===== src/rtl/display_scan_ctrl.sv =====
// Scans four BCD digits through one shared 7-segment decoder, one slot per digit with a dark gap.
// Define BLINK_EN to add the blink input and BLINK_FRAMES parameter.
module display_scan_ctrl #(
    parameter int unsigned CLK_DIV   = 50000,
    parameter int unsigned BLANK_GAP = 500
`ifdef BLINK_EN
    ,
    parameter int unsigned BLINK_FRAMES = 64
`endif
) (
    input  logic        clk,
    input  logic        rst_n,
    input  logic        enable,
    input  logic        load,
    input  logic [15:0] digits_in,
    input  logic        blank_lz,
`ifdef BLINK_EN
    input  logic        blink,
`endif
    output logic [3:0]  dig_nibble,
    output logic [3:0]  an_n,
    output logic        frame_done
);

    localparam int unsigned CntW = $clog2(CLK_DIV);
    localparam logic [CntW-1:0] GapLast = CntW'(BLANK_GAP - 1);
    localparam logic [CntW-1:0] DivLast = CntW'(CLK_DIV - 1);

    typedef enum logic [1:0] {StOff, StGap, StOn} state_e;

    state_e            state_q, state_d;
    logic [1:0]        idx_q, idx_d;
    logic [CntW-1:0]   cnt_q, cnt_d;
    logic [15:0]       shadow_q, shadow_d;
    logic [15:0]       pend_val_q, pend_val_d;
    logic              pending_q, pending_d;
    logic [3:0]        an_n_q, an_n_d;
    logic [3:0]        nib_q, nib_d;
    logic              fd_q;
    logic              wrap;
    logic              lz;
    logic [3:0]        val;

`ifdef BLINK_EN
    localparam int unsigned FrameW = $clog2(BLINK_FRAMES) + 1;
    logic              visible_q, visible_d;
    logic [FrameW-1:0] fcnt_q, fcnt_d;
`endif

    always_comb begin
        state_d    = state_q;
        idx_d      = idx_q;
        cnt_d      = cnt_q;
        shadow_d   = shadow_q;
        pend_val_d = pend_val_q;
        pending_d  = pending_q;
        wrap       = 1'b0;

        if (!enable) begin
            state_d = StOff;
            idx_d   = 2'd0;
            cnt_d   = '0;
        end else begin
            case (state_q)
                StOff: begin
                    state_d = StGap;
                    idx_d   = 2'd0;
                    cnt_d   = '0;
                end
                StGap: begin
                    cnt_d = cnt_q + 1'b1;
                    if (cnt_q == GapLast) state_d = StOn;
                end
                StOn: begin
                    if (cnt_q == DivLast) begin
                        state_d = StGap;
                        cnt_d   = '0;
                        idx_d   = idx_q + 2'd1;
                        wrap    = (idx_q == 2'd3);
                    end else begin
                        cnt_d = cnt_q + 1'b1;
                    end
                end
                default: state_d = StOff;
            endcase
        end

        // The wrap commit happens first so a load on the same edge stays pending for the next frame.
        if (wrap && pending_q) begin
            shadow_d  = pend_val_q;
            pending_d = 1'b0;
        end
        if (load) begin
            if (state_q == StOff) begin
                shadow_d = digits_in;
            end else begin
                pend_val_d = digits_in;
                pending_d  = 1'b1;
            end
        end
    end

`ifdef BLINK_EN
    always_comb begin
        visible_d = visible_q;
        fcnt_d    = fcnt_q;
        if (!blink) begin
            visible_d = 1'b1;
            fcnt_d    = '0;
        end else if (wrap) begin
            if (fcnt_q == FrameW'(BLINK_FRAMES - 1)) begin
                fcnt_d    = '0;
                visible_d = ~visible_q;
            end else begin
                fcnt_d = fcnt_q + 1'b1;
            end
        end
    end
`endif

    // Outputs are registered from next-state so they line up with the state they describe.
    always_comb begin
        lz = 1'b0;
        unique case (idx_d)
            2'd3:    lz = (shadow_d[15:12] == 4'h0);
            2'd2:    lz = (shadow_d[15:8] == 8'h00);
            2'd1:    lz = (shadow_d[15:4] == 12'h000);
            default: lz = 1'b0;
        endcase
        val = (blank_lz && lz) ? 4'hF : shadow_d[{idx_d, 2'b00} +: 4];

        an_n_d = 4'b1111;
        nib_d  = 4'hF;
        case (state_d)
            StGap: nib_d = val;
            StOn: begin
                nib_d  = val;
                an_n_d = ~(4'b0001 << idx_d);
            end
            default: begin
                an_n_d = 4'b1111;
                nib_d  = 4'hF;
            end
        endcase
`ifdef BLINK_EN
        if (blink && !visible_d) an_n_d = 4'b1111;
`endif
    end

    always_ff @(posedge clk) begin
        if (!rst_n) begin
            state_q    <= StOff;
            idx_q      <= 2'd0;
            cnt_q      <= '0;
            shadow_q   <= 16'h0000;
            pend_val_q <= 16'h0000;
            pending_q  <= 1'b0;
            an_n_q     <= 4'b1111;
            nib_q      <= 4'hF;
            fd_q       <= 1'b0;
`ifdef BLINK_EN
            visible_q  <= 1'b1;
            fcnt_q     <= '0;
`endif
        end else begin
            state_q    <= state_d;
            idx_q      <= idx_d;
            cnt_q      <= cnt_d;
            shadow_q   <= shadow_d;
            pend_val_q <= pend_val_d;
            pending_q  <= pending_d;
            an_n_q     <= an_n_d;
            nib_q      <= nib_d;
            fd_q       <= wrap;
`ifdef BLINK_EN
            visible_q  <= visible_d;
            fcnt_q     <= fcnt_d;
`endif
        end
    end

    assign an_n       = an_n_q;
    assign dig_nibble = nib_q;
    assign frame_done = fd_q;

endmodule

===== config.mk =====
export PLATFORM = sky130hd
export DESIGN_NAME = display_scan_ctrl
export DESIGN_NICKNAME = d
export VERILOG_FILES = /design/src/rtl/display_scan_ctrl.sv
export SDC_FILE = /design/constraint.sdc
export NUM_CORES = 1
export LEC_CHECK = 0
export BUFFER_PORTS_ARGS = -buffer_cell sky130_fd_sc_hd__buf_2
export CAP_MARGIN = 10
export CORE_MARGIN = 3
export CORE_UTILIZATION = 45
export DETAILED_ROUTE_END_ITERATION = 12
export PLACE_DENSITY = 0.73
export SLEW_MARGIN = 25
export SYNTH_ARGS = -nofsm -noshare
export SYNTH_HDL_FRONTEND = slang
export SYNTH_SLANG_ARGS = --single-unit

===== constraint.sdc =====
create_clock -name clk -period 7.85 [get_ports clk]
set_input_delay 1.57 -clock clk [delete_from_list [all_inputs] [get_ports clk]]
set_output_delay 1.57 -clock clk [all_outputs]
set_load 0.05 [all_outputs]

* After elaboration in Yosys (flattened, before gate mapping)
Cells that the tools add are included.
Operators by class: $add $sub $neg 2, $mul 0, divide/modulo/power cells 0, $lt $le $gt $ge 0, equality and inequality tests 10, shift operators 2, multiplexer cells 19, bitwise logic cells 4, reductions and logical operators 12
Operators by type and width (count):
- two-way mux 16 bit | 4
- one-hot mux 16 bit (3 select lines) | 1
- adder 16 x 1 -> 16 bit, second input constant | 1
- == test 16 bit, second input constant | 1
- == test 16 x 9 -> 1 bit, second input constant | 1
- indexed part select 16 x 5 -> 4 bit | 1
- zero test 12 bit | 1
- == test 2 bit, second input constant | 5
- two-way mux 2 bit | 5
- zero test 8 bit | 1
- == test 2 x 1 -> 1 bit, second input constant | 3
- two-way mux 1 bit | 6
- one-hot mux 2 bit (3 select lines) | 1
- AND reduction 2 bit | 3
- zero test 4 bit | 1
- inverter 4 bit | 1
- one-hot mux 2 bit (2 select lines) | 1
- left shift 1 x 2 -> 4 bit, first input constant | 1
- inverter 1 bit | 3
- one-hot mux 1 bit (3 select lines) | 1
- nonzero test 3 bit | 1
- OR reduction 3 bit | 1
- adder 2 x 1 -> 2 bit, second input constant | 1
- logical AND 1 bit | 2
- other kinds (2) | 2
Word-level totals: bits in registers 62, bits in latches 0, RAM bits 0, memory bits (read-only) 0, bits of input ports 21, output and inout bits 9, logic and storage cells 58, memories kept 0

* Longest topological paths before layout
word-level depth 12, depth in mapped cells 12, gate-level depth less buffers 10

* Least setup slack after synthesis
Ideal clock, no wire load.
kind in2reg, start in load, end reg nib_q[0], in the netlist dig_nibble[0], setup time 0.138 ns, arrival time 2.957 ns, data required time 7.712 ns, path slack 4.754 ns, stages on the path 8, path buffers 3, path through nand2_1 buf_6 clkbuf_1 clkbuf_1 a31oi_1 o2bb2ai_1 a221oi_1 nand3_1
Between the ends: word-level cells in the longest chain between the ends 5, elaborated cells between the ends (all ways) 8, those cells by class 1 x shift; 2 x mux; 5 x reduce/logical
Ends and longest elaborated chain:
- start, declared | RTL line 14 | input logic load,
- two-way mux 16 bit * | RTL line 93 | if (load) begin
- zero test 12 bit (tied with other cells) | RTL line 127 | 2'd1: lz = (shadow_d[15:4] == 12'h000);
- one-hot mux 1 bit (3 select lines) | RTL line 124 | unique case (idx_d)
- logical AND 1 bit | RTL line 130 | val = (blank_lz && lz) ? 4'hF : shadow_d[{idx_d, 2'b00} +: 4];
- OR reduction 3 bit (no line)
- end signal, assigned | RTL line 173 | nib_q <= nib_d;
- end, declared | RTL line 38 | logic [3:0] nib_q, nib_d;
Every way passes the cells marked *; elsewhere a longest branch is shown, timed or not. A chain may end at the register's enable or synchronous reset.

* Worst setup path in the final report
start in enable, end reg nib_q[2], in the netlist dig_nibble[2]
Between the ends: word-level cells in the longest chain between the ends 9, elaborated cells between the ends (all ways) 21, those cells by class 5 x eq/ne; 1 x shift; 7 x mux; 1 x bitwise; 7 x reduce/logical
Ends and longest elaborated chain:
- start, declared | RTL line 13 | input logic enable,
- two-way mux 1 bit | RTL line 59 | if (!enable) begin
- logical AND 1 bit | RTL line 89 | if (wrap && pending_q) begin
- two-way mux 16 bit | RTL line 89
- two-way mux 16 bit | RTL line 94 | if (state_q == StOff) begin
- two-way mux 16 bit | RTL line 93
- zero test 12 bit (tied with other cells) | RTL line 127
- one-hot mux 1 bit (3 select lines) | RTL line 124
- logical AND 1 bit | RTL line 130
- OR reduction 3 bit (no line)
Parallel ways exist; a longest one is shown, timed or not.

==> flow_metrics.py <==
metrics = {
    "sta": {
        "finalWorstPathRequiredPeriod_ns": 3.38,
        "max_freq_ghz": 0.296,
        "grt_setup_unrepaired": "false",
        "finalSetupTns_ns": 0,
        "timing_max_transition_violations_final": 0,
        "fin_worst_skew_ns": 0.0102,
        "final_min_period_over_clock_period_pct": 43.0,
        "tightestPinTransition_ns": 0.825,
        "timing.slew.headroom_pct": 44.6,
        "setup_viol_count_final": 0,
        "hold_violations": 0,
    },
    "global_route": {
        "via_count_of_the_first_global_routing_pass": 2475,
        "antenna_found_initial": 0,
        "grt_max_degree": 30,
        "globalRoute.totalOverflow": 0,
        "grtUsageTotal_pct": 18.9,
        "grt_first_pass_wirelength_mm": 11.4,
    },
    "power_and_ir_drop": {
        "totalPowerFinal_mw": 0.659,
        "p_sw_share_pct": 25.4,
        "powerDensity_mw_per_mm2": 196,
        "power_frac_comb_pct": 9.1,
        "internal-power_mw": 0.491,
        "leak_pwr_nw": 1.25,
        "power.share.clock_pct": 40.9,
        "pwr-share-seq_pct": 50.0,
        "worst_ir_drop_vdd_uv": 113,
        "net-switching-power_mw": 0.167,
    },
    "setup_path": {
        "path_common_cell": "sky130_fd_sc_hd__nand4_1",
        "worst-setup-path-type": "in -> reg",
        "startpoint_type": "primary input",
        "worst_setup_path_end_kind": "flip-flop",
        "crit_path_max_incr_delay_ns": 0.69,
        "cp.required_ns": 8.04,
        "worst-path-max-fanout": 12,
        "cp_cell_sequence": "buf_2 > nand4_1 > nor4_4 > nand2_2 > a31oi_4 > nor4b_2 > o311ai_2 > nand4_1",
        "cpLargestDelayFamily": "simple AND/OR/NAND/NOR gates",
        "worstSetupPathDepth": 8,
        "crit_slowest_cell": "sky130_fd_sc_hd__nor4_4",
        "rr_worst_depth": 8,
        "critical_path_arrival_ns": 3.57,
        "cp_num_buf_inv": 1,
    },
    "synth": {
        "async_flop_share_pct": 0,
        "synth_cells": 358,
        "yosysSeqAreaShare_pct": 41.2,
        "avgSynthCellArea_um2": 8.41,
        "synth_largest_type_area_fraction_pct": 41.2,
        "synthesis.nets": 387,
        "synthDominantAreaCellType": "sky130_fd_sc_hd__dfxtp_1",
        "ys.flop_type": "sky130_fd_sc_hd__dfxtp_1",
        "synth.lib_cells_used.distinct": 60,
        "netlist_top_cells_area": "sky130_fd_sc_hd__dfxtp_1 41%, sky130_fd_sc_hd__nand2_1 9.0%, sky130_fd_sc_hd__nor2_1 5.7%, sky130_fd_sc_hd__a21oi_1 3.7%, sky130_fd_sc_hd__ha_1 3.3%",
        "yosys_warning_total": 0,
        "ys_seq_elements": 62,
        "syn_area_mm2": 0.00301,
        "synth_enable_flop_cells": 0,
    },
    "worst_hold_path": {
        "holdCritPathClass": "reg -> reg",
        "holdPathStages": 2,
    },
    "clock_tree": {
        "maximum_level_of_the_cts_h_tree": 3,
        "insertion_delay_ns": 0.34,
        "tritoncts_clock_tree": "built",
        "cts.reportedPaths.clkPinSlew_ns": 0.06,
        "cts_made_buffers": 9,
        "ctsLongestPathBuffers": 2,
        "root_buffer": "sky130_fd_sc_hd__clkbuf_8",
        "cts-hold-fix-buffers": 0,
        "cts_post_setup_buffers_inserted": 0,
        "cts_sink_count": 62,
        "cts-resized-gates": 0,
    },
    "routing": {
        "vias_per_cell": 5.64,
        "drt-pass1-iter-count": 4,
        "routed_wire_length_per_instance_um": 14.6,
        "first_iter_violations": 160,
        "totalWireLength_mm": 6.79,
        "ant_nets": 0,
        "drc_errors": 0,
        "detailroute.via_count": 2618,
    },
    "run": {
        "timing.max_cap.violations": 0,
    },
    "floorplan": {
        "placement_rows": 29,
        "die-width_um": 87.8,
        "design.die.area_mm2": 0.00771,
        "floorplan.io_pins": 30,
        "core_area_mm2": 0.00642,
        "fp.dieH_um": 87.8,
        "effective_utilization_at_floorplan_pct": 46.9,
    },
    "finish": {
        "postLayoutCoreUtil_pct": 52.3,
        "final_layout_size_suffix_gt1_share_pct": 18.1,
        "layout_commonest_cell": "sky130_fd_sc_hd__nand2_1",
        "flow.area_growth_from_synthesis_pct": 11.6,
        "antennaDiodeCount": 0,
        "top_library_cells_by_usage_in_the_layout_fill_and_taps_aside": "71 x sky130_fd_sc_hd__nand2_1, 62 x sky130_fd_sc_hd__dfxtp_1, 46 x sky130_fd_sc_hd__nor2_1, 29 x sky130_fd_sc_hd__buf_2, 22 x sky130_fd_sc_hd__a21oi_1",
        "fin_nets": 411,
        "num-fill-cells": 599,
    },
    "placement": {
        "gpl.final_weighted_congestion": 0.813,
        "io_buffers": 29,
        "dp_hpwl_mm": 4.76,
    },
    "run_status": {
        "outcome": "completed",
    },
}
-- worst min-delay path: cells and delay by family (launching register included) --
| kind | cells | cell delay [ns] |
|---|---|---|
| AO/OA/AOI/OAI | 1 | 0.05 |
| flip-flops | 1 | 0.31 |
| AND/OR/NAND/NOR | 1 | 0.05 |
-- Yosys cell counts (2+ instances only) --
library cell,count
sky130_fd_sc_hd__xnor2_1,6
sky130_fd_sc_hd__inv_1,6
sky130_fd_sc_hd__a211oi_1,4
sky130_fd_sc_hd__a31oi_2,5
sky130_fd_sc_hd__nand3_1,12
sky130_fd_sc_hd__nand2_1,72
sky130_fd_sc_hd__o21a_1,2
sky130_fd_sc_hd__mux2i_1,2
sky130_fd_sc_hd__dfxtp_1,62
sky130_fd_sc_hd__nor2b_1,5
sky130_fd_sc_hd__o21bai_1,3
sky130_fd_sc_hd__o21ai_0,5
sky130_fd_sc_hd__and2_1,12
sky130_fd_sc_hd__o41ai_1,4
sky130_fd_sc_hd__nand4_1,7
sky130_fd_sc_hd__clkbuf_1,11
sky130_fd_sc_hd__and3_1,4
sky130_fd_sc_hd__xor2_1,9
sky130_fd_sc_hd__o2bb2ai_1,4
sky130_fd_sc_hd__ha_1,8
sky130_fd_sc_hd__nor4bb_1,2
sky130_fd_sc_hd__a31oi_1,6
sky130_fd_sc_hd__nor2_1,46
sky130_fd_sc_hd__buf_6,2
sky130_fd_sc_hd__a21oi_1,22
sky130_fd_sc_hd__a22oi_1,3
-- layer usage --
layer | track usage [%] | up-vias | share of wire, %
met5 | 0 | - | 0
met4 | 9.90 | 0 | 2.3
met3 | 3.76 | 15 | 5.9
met2 | 30.5 | 81 | 46
met1 | 23.6 | 1237 | 46
li1 | - | 1285 | -
-- state kept, by name, summed over array words and instances (netlist names) --
name        count
cnt_q          16
state_q         2
pending_q       1
shadow_q       16
idx_q           2
an_n            4
pend_val_q     16
frame_done      1
dig_nibble      4
-- through the flow --
stage | cell area (um^2) | setup WS, ns | instances | hold WS, ns
after floorplan | 3010 | 4.75 | 358 | 0.436
after global placement | 3160 | 4.24 | 448 | 0.445
after detailed placement | 3160 | 4.14 | 448 | 0.447
after CTS | 3350 | 4.49 | 464 | 0.455
after global routing | 3360 | 4.30 | 464 | 0.476
final | 3360 | 4.47 | 464 | 0.456
-- power groups by stage --
stage | combinational, mW | sequential (mW) | clock [mW]
global route | 0.0666 | 0.330 | 0.290
CTS | 0.0594 | 0.329 | 0.277
floorplan | 0.0389 | 0.339 | 0
detailed placement | 0.0591 | 0.336 | 0
global placement | 0.0576 | 0.336 | 0
finish | 0.0600 | 0.329 | 0.269
-- logic make-up (layout without fill, tap and decap cells) --
family,Yosys count,in the layout,synth area share (%)
AOI/OAI and AO/OA,72,72,17.9
buffers and inverters,23,52,3.86
xor gates and xnor gates,15,15,4.36
and+or+nand+nor,176,176,28.6
adders and majority gates,8,8,3.33
muxes,2,2,0.665
DFF,62,62,41.2
-- final cells by class --
type	count	area [um^2]	area share [%]
clock buffers	9	124	3.69
clock inverters	7	65.1	1.94
inverters	7	26.3	0.782
multi-input cells	273	1660	49.5
flip-flops and latches	62	1240	36.9
well taps	77	96.3	2.87
repair buffers	29	145	4.32
-- path summary, 6_finish.rpt --
kind,start,endpoint,slack [ns]
max,enable,dig_nibble[2],4.47
min,pend_val_q[5],pend_val_q[5],0.46
max reg2reg,cnt_q[10],dig_nibble[2],4.77
min reg2reg,pend_val_q[5],pend_val_q[5],0.46
(Power assumes the default switching activity.)
